### config.mk
export PLATFORM = sky130hd
export DESIGN_NAME = cpu_sequencer_flat
export DESIGN_NICKNAME = d
export VERILOG_FILES = /design/src/rtl/cpu_pkg.sv /design/src/rtl/cpu_sequencer_if.sv /design/src/rtl/cpu_sequencer_instr_decoder.sv /design/src/rtl/cpu_sequencer.sv /design/src/flat_wrapper.sv
export SDC_FILE = /design/constraint.sdc
export NUM_CORES = 1
export LEC_CHECK = 0
export ABC_AREA = 1
export ABC_CLOCK_PERIOD_IN_PS = 2900
export BUFFER_PORTS_ARGS = -buffer_cell sky130_fd_sc_hd__buf_2
export CORE_MARGIN = 2
export CORE_UTILIZATION = 57
export CTS_CLUSTER_SIZE = 8
export DETAILED_ROUTE_END_ITERATION = 10
export GPL_TIMING_DRIVEN = 0
export PLACE_DENSITY = 0.95
export SLEW_MARGIN = 20
export SYNTH_ARGS = -nofsm -noshare
export SYNTH_HDL_FRONTEND = slang
export SYNTH_SLANG_ARGS = --single-unit
export TNS_END_PERCENT = 5
### constraint.sdc
create_clock -name clk -period 2.9 [get_ports clk]
set_input_delay 0 -clock clk [delete_from_list [all_inputs] [get_ports clk]]
set_output_delay 0 -clock clk [all_outputs]
set_load 0.03 [all_outputs]
### src/rtl/cpu_pkg.sv
// Shared types and constants for the accumulator CPU sequencer.
package cpu_pkg;

  localparam int OPC_W   = 5;
  localparam int ADDR_W  = 11;
  localparam int INSTR_W = 16;
  localparam int ALU_N   = 18;

  // Opcodes outside the ALU range. Opcodes 0..17 are ALU functions.
  localparam logic [OPC_W-1:0] OP_LDA = 5'b10010;
  localparam logic [OPC_W-1:0] OP_STA = 5'b10011;
  localparam logic [OPC_W-1:0] OP_JMP = 5'b10100;
  localparam logic [OPC_W-1:0] OP_JZ  = 5'b10101;
  localparam logic [OPC_W-1:0] OP_JN  = 5'b10110;
  localparam logic [OPC_W-1:0] OP_HLT = 5'b10111;

  typedef enum logic [1:0] {
    ST_IDLE  = 2'd0,
    ST_FETCH = 2'd1,
    ST_EXEC  = 2'd2,
    ST_HALT  = 2'd3
  } state_e;

  typedef enum logic [2:0] {
    CLS_ALU = 3'd0,
    CLS_LDA = 3'd1,
    CLS_STA = 3'd2,
    CLS_JMP = 3'd3,
    CLS_JZ  = 3'd4,
    CLS_JN  = 3'd5,
    CLS_HLT = 3'd6,
    CLS_ILL = 3'd7
  } op_class_e;

  // {zx,nx,zy,ny,f,no} per ALU opcode; D = accumulator side, A = operand side.
  localparam logic [5:0] ALU_CTRL [ALU_N] = '{
    6'b101010,  // 00: 0
    6'b111111,  // 01: 1
    6'b111010,  // 02: -1
    6'b001100,  // 03: D
    6'b110000,  // 04: A
    6'b001101,  // 05: !D
    6'b110001,  // 06: !A
    6'b001111,  // 07: -D
    6'b110011,  // 08: -A
    6'b011111,  // 09: D+1
    6'b110111,  // 10: A+1
    6'b001110,  // 11: D-1
    6'b110010,  // 12: A-1
    6'b000010,  // 13: D+A
    6'b010011,  // 14: D-A
    6'b000111,  // 15: A-D
    6'b000000,  // 16: D&A
    6'b010101   // 17: D|A
  };

endpackage

### src/rtl/cpu_sequencer_if.sv
// Instruction fetch handshake between the sequencer and instruction memory.
interface cpu_sequencer_if;
  import cpu_pkg::*;

  logic               instr_req;
  logic               instr_valid;
  logic [INSTR_W-1:0] instr;
  logic [ADDR_W-1:0]  pc;

  modport master (output instr_req, output pc, input instr_valid, input instr);
  modport slave  (input instr_req, input pc, output instr_valid, output instr);
endinterface

### src/rtl/cpu_sequencer_instr_decoder.sv
// Combinational opcode decode: instruction class and ALU function lines.
module instr_decoder
  import cpu_pkg::*;
(
  input  logic [OPC_W-1:0] opc,
  output op_class_e        cls,
  output logic [5:0]       alu_ctrl
);

  // Map opcode to class; ALU lines only meaningful for the ALU class.
  always_comb begin
    cls      = CLS_ILL;
    alu_ctrl = '0;
    if (opc < OPC_W'(ALU_N)) begin
      cls      = CLS_ALU;
      alu_ctrl = ALU_CTRL[opc];
    end else begin
      case (opc)
        OP_LDA:  cls = CLS_LDA;
        OP_STA:  cls = CLS_STA;
        OP_JMP:  cls = CLS_JMP;
        OP_JZ:   cls = CLS_JZ;
        OP_JN:   cls = CLS_JN;
        OP_HLT:  cls = CLS_HLT;
        default: cls = CLS_ILL;
      endcase
    end
  end

endmodule

### src/rtl/cpu_sequencer.sv
// Fetch/execute sequencer: FSM, instruction register and program counter.
module cpu_sequencer
  import cpu_pkg::*;
(
  input  logic                clk,
  input  logic                rst_n,
  input  logic                run,
  cpu_sequencer_if.master     fetch,
  input  logic                zr,
  input  logic                ng,
  output logic [5:0]          alu_ctrl,
  output logic                acc_load,
  output logic                acc_src,
  output logic                mem_we,
  output logic [ADDR_W-1:0]   mem_addr,
  output logic                halted,
  output logic                illegal
);

  state_e             state, state_d;
  logic [INSTR_W-1:0] ir, ir_d;
  logic [ADDR_W-1:0]  pc, pc_d;
  logic               req;
  logic               take;
  op_class_e          cls;
  logic [5:0]         dec_alu;

  instr_decoder u_dec (
    .opc      (ir[INSTR_W-1:INSTR_W-OPC_W]),
    .cls      (cls),
    .alu_ctrl (dec_alu)
  );

  assign fetch.instr_req = req;
  assign fetch.pc        = pc;
  assign mem_addr        = ir[ADDR_W-1:0];
  assign acc_src         = (cls == CLS_LDA);

  // State, IR and PC registers; reset abandons any fetch in flight.
  always_ff @(posedge clk) begin
    if (!rst_n) begin
      state <= ST_IDLE;
      ir    <= '0;
      pc    <= '0;
    end else begin
      state <= state_d;
      ir    <= ir_d;
      pc    <= pc_d;
    end
  end

  // Next state and control strobes; all strobes live only in EXEC.
  always_comb begin
    state_d  = state;
    ir_d     = ir;
    pc_d     = pc;
    req      = 1'b0;
    take     = 1'b0;
    alu_ctrl = '0;
    acc_load = 1'b0;
    mem_we   = 1'b0;
    illegal  = 1'b0;
    halted   = 1'b0;
    case (state)
      ST_IDLE: begin
        if (run) state_d = ST_FETCH;
      end
      ST_FETCH: begin
        req = 1'b1;
        if (fetch.instr_valid) begin
          ir_d    = fetch.instr;
          state_d = ST_EXEC;
        end
      end
      ST_EXEC: begin
        case (cls)
          CLS_ALU: begin
            alu_ctrl = dec_alu;
            acc_load = 1'b1;
          end
          CLS_LDA: acc_load = 1'b1;
          CLS_STA: mem_we   = 1'b1;
          CLS_JMP: take     = 1'b1;
          CLS_JZ:  take     = zr;
          CLS_JN:  take     = ng;
          CLS_HLT: ;
          default: illegal  = 1'b1;
        endcase
        if (cls == CLS_HLT) begin
          state_d = ST_HALT;
        end else begin
          state_d = ST_FETCH;
          pc_d    = take ? ir[ADDR_W-1:0] : pc + ADDR_W'(1);
        end
      end
      default: begin
        halted = 1'b1;
      end
    endcase
  end

endmodule

### src/flat_wrapper.sv
// flat-port wrapper written by rule: the top's interface ports become plain ports
module cpu_sequencer_flat import cpu_pkg::*;
  (clk, rst_n, run, zr, ng, alu_ctrl, acc_load, acc_src, mem_we, mem_addr, halted, illegal, fetch_instr_req, fetch_pc, fetch_instr_valid, fetch_instr);
  cpu_sequencer_if fetch_i ();
  input  logic clk;
  input  logic rst_n;
  input  logic run;
  input  logic zr;
  input  logic ng;
  output logic [5:0] alu_ctrl;
  output logic acc_load;
  output logic acc_src;
  output logic mem_we;
  output logic [ADDR_W-1:0] mem_addr;
  output logic halted;
  output logic illegal;
  output wire logic [$bits(fetch_i.instr_req)-1:0] fetch_instr_req;
  output wire logic [$bits(fetch_i.pc)-1:0] fetch_pc;
  input wire logic [$bits(fetch_i.instr_valid)-1:0] fetch_instr_valid;
  input wire logic [$bits(fetch_i.instr)-1:0] fetch_instr;
  assign fetch_instr_req = fetch_i.instr_req;
  assign fetch_pc = fetch_i.pc;
  assign fetch_i.instr_valid = fetch_instr_valid;
  assign fetch_i.instr = fetch_instr;
  cpu_sequencer u_core (.clk(clk), .rst_n(rst_n), .run(run), .fetch(fetch_i), .zr(zr), .ng(ng), .alu_ctrl(alu_ctrl), .acc_load(acc_load), .acc_src(acc_src), .mem_we(mem_we), .mem_addr(mem_addr), .halted(halted), .illegal(illegal));
endmodule
Word level (Yosys, flattened, before mapping)
Memory sizes are Yosys's and may differ from the RTL's.
Index checks and enable logic that the tools add are counted.
{"block": "classes", "n_reduce_logical": 9, "bitwise_logic": 2, "mux": 22, "n_lt_le_gt_ge": 2, "addsub": 1, "eq_ne": 16}
{"operator": "equality test 5 bit (second input constant)", "n": 6}
{"operator": "two-way mux 6 bit", "n": 5}
{"operator": "one-hot mux 3 bit (6 select lines)", "n": 1}
{"operator": "adder 11 x 1 -> 11 bit (second input constant)", "n": 1}
{"operator": "two-way mux 11 bit", "n": 1}
{"operator": "equality test 3 bit (second input constant)", "n": 3}
{"operator": "two-way mux 1 bit", "n": 9}
{"operator": "OR reduction 7 bit", "n": 1}
{"operator": "equality test 3 x 2 -> 1 bit (second input constant)", "n": 2}
{"operator": "greater-or-equal comparator 6 bit (second input constant)", "n": 1}
{"operator": "two-way mux 2 bit", "n": 3}
{"operator": "inverter 5 -> 6 bit", "n": 1}
{"operator": "one-hot mux 2 bit (3 select lines)", "n": 1}
{"operator": "less-than comparator 5 bit (second input constant)", "n": 1}
{"operator": "!= test 2 bit (second input constant)", "n": 2}
{"operator": "AND reduction 2 bit", "n": 2}
{"operator": "equality test 3 x 1 -> 1 bit (second input constant)", "n": 1}
{"operator": "logical NOT 3 bit", "n": 1}
{"operator": "two-way mux 3 bit", "n": 1}
{"operator": "one-hot mux 1 bit (3 select lines)", "n": 1}
{"operator": "AND reduction 3 bit", "n": 1}
{"operator": "nonzero test 3 bit", "n": 1}
{"operator": "OR reduction 3 bit", "n": 1}
{"operator": "equality test 2 x 1 -> 1 bit (second input constant)", "n": 1}
{"operator": "4 further kinds", "n": 4}
{"block": "totals", "elab_cells": 56, "out_inout_bits": 34, "reg_bits": 29, "inputBits": 22, "rom_bits": 192, "n_memories": 1}
{"memory": "(no name shown)", "words": 32, "word_bits": 6, "read_ports": 1, "rd_clocked_by_memory_dff": 0, "write_ports": 0, "line_no": "cpu_sequencer_instr_decoder.sv:16", "text": "alu_ctrl = ALU_CTRL[opc];"}

Longest topological paths before layout
{"block": "depth", "word_depth": 7, "ltp_mapped": 16, "depth_no_buf": 16}

Hierarchy
From an unflattened synthesis, not the netlist that was laid out.
{"block": "hier_totals", "cells_unflattened": 321, "area_unflattened_um2": 2112.0}
{"mod": "cpu_sequencer", "cells_each": 256, "area_each_um2": 1767.9, "seq_area_each_um2": 580.6, "n_inst": 1}
{"mod": "instr_decoder", "cells_each": 65, "area_each_um2": 344.1, "seq_area_each_um2": 0.0, "n_inst": 1}

Worst setup path before layout
Ideal clock, no wire load.
{"block": "synth_timing", "kind": "reg-to-reg", "startpoint": "register u_core.ir[11]", "endpoint": "register u_core.pc[10] (netlist: u_core.fetch.pc[10])", "setup_time_ns": 0.132, "arrival_ns": 1.845, "path_slack_ns": 0.923, "t_required_ns": 2.768, "path_buffers": 1, "stages_incl_launch_ff": 16, "synth_period_minus_slack_ns": 1.977, "cell_sequence": "dfxtp_1 -> inv_1 -> ha_1 -> nand2_1 -> nand3_1 -> nand2_1 -> nand3_2 -> nand2_1 -> nand2_2 -> inv_2 -> nand3_4 -> nand3_4 -> buf_6 -> nand2_2 -> nand3_1 -> a21oi_1"}
{"block": "synth_between", "elab_chain_len": 7, "elab_cells_between_ends": 18, "cone_classes": "order compare (1); eq/ne (10); mux (5); bitwise (1); reduce/logical (1)"}
{"element": "from (decl)", "line_no": "cpu_sequencer.sv:21", "text": "logic [INSTR_W-1:0] ir, ir_d;"}
{"element": "from (signal assigned)", "line_no": "cpu_sequencer.sv:47", "text": "ir <= ir_d;"}
{"element": "equality test 5 bit", "line_no": "cpu_sequencer_instr_decoder.sv:18", "text": "case (opc)"}
{"element": "one-hot mux 3 bit (6 select lines)", "line_no": "cpu_sequencer_instr_decoder.sv:18"}
{"element": "two-way mux 3 bit (*)", "line_no": "cpu_sequencer_instr_decoder.sv:14", "text": "if (opc < OPC_W'(ALU_N)) begin"}
{"element": "equality test 3 bit or equality test 3 x 2 -> 1 bit (tied branches)", "line_no": "cpu_sequencer.sv:76", "text": "case (cls)"}
{"element": "one-hot mux 1 bit (3 select lines)", "line_no": "cpu_sequencer.sv:76"}
{"element": "two-way mux 1 bit", "line_no": "cpu_sequencer.sv:64", "text": "case (state)"}
{"element": "two-way mux 11 bit", "line_no": "cpu_sequencer.sv:93", "text": "pc_d = take ? ir[ADDR_W-1:0] : pc + ADDR_W'(1);"}
{"element": "to (signal assigned)", "line_no": "cpu_sequencer.sv:48", "text": "pc <= pc_d;"}
{"element": "to (decl)", "line_no": "cpu_sequencer.sv:22", "text": "logic [ADDR_W-1:0] pc, pc_d;"}
Mark *: on every way between the ends. The rest lies on a longest branch, timed or not. The select of a mux whose other input is x is not followed.
A chain may end at the register's enable or synchronous reset.

Worst setup path after layout
{"block": "layout_timing", "startpoint": "register u_core.ir[11]", "endpoint": "register u_core.pc[0] (netlist: u_core.fetch.pc[0])"}
The elaborated chain is that of the path after synthesis.

==> metrics list <==
- Clock Tree Root: clkbuf_4
* Number of buffers added on ports: 55
- Mean routed wirelength per cell: 13.4 um
- Total setup violations reported at the end of the flow: 0
- The congestion estimate from routability-driven global placement came to 0.875.
- A synthesized cell averages 6.94 um2.
* PD cells: 422 mW/mm2
- Clock tree from TritonCTS: done
- Number of standard-cell rows in the floorplan: 21
* Cell Count Post-Placement: 398
* Proportion of synthesized chip area in sequential cells: 28.2%
- Largest net degree at the start of global routing: 11
* Max-slew violation total from the final report: 0
- H-tree level count: 2
- Dividing the detail-routed via count by the number of cells gives 5.41.
- The die covers 0.00411 mm2.
- The layout has 236 filler cells.
- The tightest min-delay check is of the in2reg type.
- The most used flip-flop cell after synthesis is dfxtp_1.
- In this run the worst path has a maximum fanout of 10.
- Post-route clock period utilization: 83.1%
* Kind of end point of the critical path: flop
- Leakage power: 1.27 nW
* Count of flip-flops with a built-in enable after synthesis: 0
- After detailed routing, the total wire length is 5.71 mm.
* Leading post-synthesis cells by cell area: dfxtp_1, nand2_1, ha_1, nor2_1, inv_1
- Yosys warns: 0
- For this run, the detailed router's first-pass iteration total came to 5.
- The first global-routing pass estimated 9.18 mm of wire.
* Proportion of register bits with asynchronous set or reset after synthesis: 0%
* Total Negative Setup Slacks: 0 ns
- The die is 64.1 um wide.
* Antenna cell count: 0
- Setup repair after global routing left no endpoint under its margin.
- Most numerous cell in the Yosys netlist: nand2_1
- Number of antenna-violating nets in the routed design: 0
* Worst endpoint data arrival time: 2.65 ns
- The detailed router finished its first iteration with 168 violations.
* Total vias in the final route: 2305
- For the pin with the worst max-slew slack, the measured transition is 0.510 ns.
* Final hold violations: 0
- The clock passes through at most 2 buffers.
* Seq. cell area: 581 um2
- Core area: 0.00342 mm2
* Antenna violations before repair: 0
* Overall global routing resource usage: 28.7%
* Top cells by instance count after synthesis: nand2_1, nor2_1, inv_1, dfxtp_1
* Cell Count, Final, Fillers Out: 426
- Derived from the worst setup path, the maximum achievable clock frequency is 415 MHz.
- Synthesis inferred 29 register bits.
- From synthesis to final layout, the design area changed by 28.5%.
* Share of Yosys cell area claimed by the top area cell type: 28.2%
- Biggest area consumer among synthesized cells: dfxtp_1
* Initial core utilization: 60.3%
* Count of buffers added by post-CTS timing repair for setup: 0
- The worst setup path is launched from a flop.
- Worst slew margin relative to its limit: 66.0%
* Mapped Area: 0.00206 mm2
- Of the cells placed in the final design, the portion with a size suffix greater than 1 is 27.1%.
- Number of nets in the final layout: 414
- The synthesized netlist contains 33 unique library cells.
- DRC viols: 0
* Clock sinks: 29
- The routed design could run at a clock period as short as 2.41 ns.
- Run status: complete, no violations
* Total of max-cap violations: 0
- The worst-case IR drop observed on VDD is 0.315 mV.
- Clock-pin slew was measured on the worst setup and hold paths at 0.10 ns.
- Multi-input logic area: 0.00120 mm2
- Synth Net Count: 332
- Number of global-route vias before repair: 2122
* Number of buffers created by CTS: 5
* HPWL Detailed: 3.87 mm
- Final-layout worst hold slack: 0.0120 ns
- Gate count after technology mapping: 297
* Number of placed I/O pins: 56
- Overflow after GRT: 0
* Worst EP required: 3.14 ns
* Die boundary height: 64.1 um
* Source-to-sink clock delay at the later pin of the worst-skew pair: 0.35 ns
* Crit path kind: reg2reg
* Worst clock skew: 0.00900 ns
==> layout make-up <==
cell class | count | area share, %
plain buffers | 18 | 4.96
clock buffers | 5 | 1.42
clock inverters | 3 | 0.661
inverters | 38 | 5.48
multi-input cells | 212 | 45.4
flip-flops and latches | 29 | 21.9
well taps | 46 | 2.17
repair buffers | 75 | 17.9
==> placed cells by master (no fill, tap or decap), drive strengths merged <==
master / instances
xnor2: 2
nor3: 5
or2: 1
a22oi: 1
dlygate4sd3: 20
o21ai: 23
o22ai: 1
nand3b: 1
nand2: 58
a21oi: 23
xor2: 6
nor2: 42
o31ai: 1
dfxtp: 29
inv: 37
o21a: 2
buf: 69
clkbuf: 9
clkinv: 3
ha: 13
o211ai: 2
nand4: 11
nand3: 20
clkinvlp: 1
==> timing repair <==
| item | 4_1_cts | 5_1_grt |
|---|---|---|
| hold buffers | 20 | 0 |
| resized for setup | 0 | 0 |
| hold endpoints to repair | 16 | 0 |
==> per-layer routing <==
metal | vias up | GRT usage, % | share of wire, %
li1 | 1120 | - | -
met1 | 1032 | 32.1 | 37
met2 | 130 | 49.0 | 51
met3 | 23 | 9.51 | 8.7
met4 | 0 | 13.3 | 3.1
met5 | - | 0 | 0
==> logic make-up (layout without fill, tap and decap cells) <==
family / after synthesis / in the layout / share of synthesized area (%)
XOR/XNOR: 8 / 8 / 3.40
AO/OA/AOI/OAI: 53 / 53 / 14.2
flip-flops: 29 / 29 / 28.2
adder cells (fa/ha/maj): 13 / 13 / 7.89
AND/OR/NAND/NOR: 138 / 138 / 32.9
buffers and inverters: 56 / 139 / 13.4
==> path summary, 6_finish.rpt <==
path,startpoint,to,slack [ns],depth (start not counted)
setup / recovery,u_core.ir[11],u_core.fetch.pc[0],0.49,15
hold / removal,rst_n,u_core.ir[10],0.01,3
setup reg to reg,u_core.ir[11],u_core.fetch.pc[0],0.49,15
hold reg to reg,u_core.ir[9],u_core.ir[9],0.49,2
==> critical path, stage by stage, from the launching register on <==
cell     delay, ns
dfxtp_1       0.49
inv_1         0.19
ha_1          0.27
nand2_1       0.11
nand3_1       0.08
nand2_1       0.11
nand3_2       0.10
nand2_2       0.12
nand2_2       0.10
nand3_2       0.13
nand2_4       0.11
inv_4         0.10
buf_6         0.14
nand2_1       0.06
o21ai_1       0.12
inv_1         0.06
==> state kept, by name, indices dropped and copies added (netlist names) <==
signal,count
u_core.state,2
u_core.fetch.pc,11
u_core.ir,16
==> where the power goes <==
part | total, mW | switching (mW) | internal (mW)
registers | 0.474 | 0.0402 | 0.434
logic | 0.391 | 0.241 | 0.150
clock network | 0.253 | 0.162 | 0.0911
==> through the flow <==
stage	utilization, %	cell area [um2]	setup WS (ns)	power (mW)
after detailed placement	70.1	2390	0.577	0.837
after global routing	77.5	2650	0.336	1.18
after CTS	77.5	2650	0.555	1.10
final	77.5	2650	0.491	1.12
after floorplan	-	2060	0.923	0.743
after global placement	70.1	2390	0.646	0.824
(Power assumes the default switching activity.)
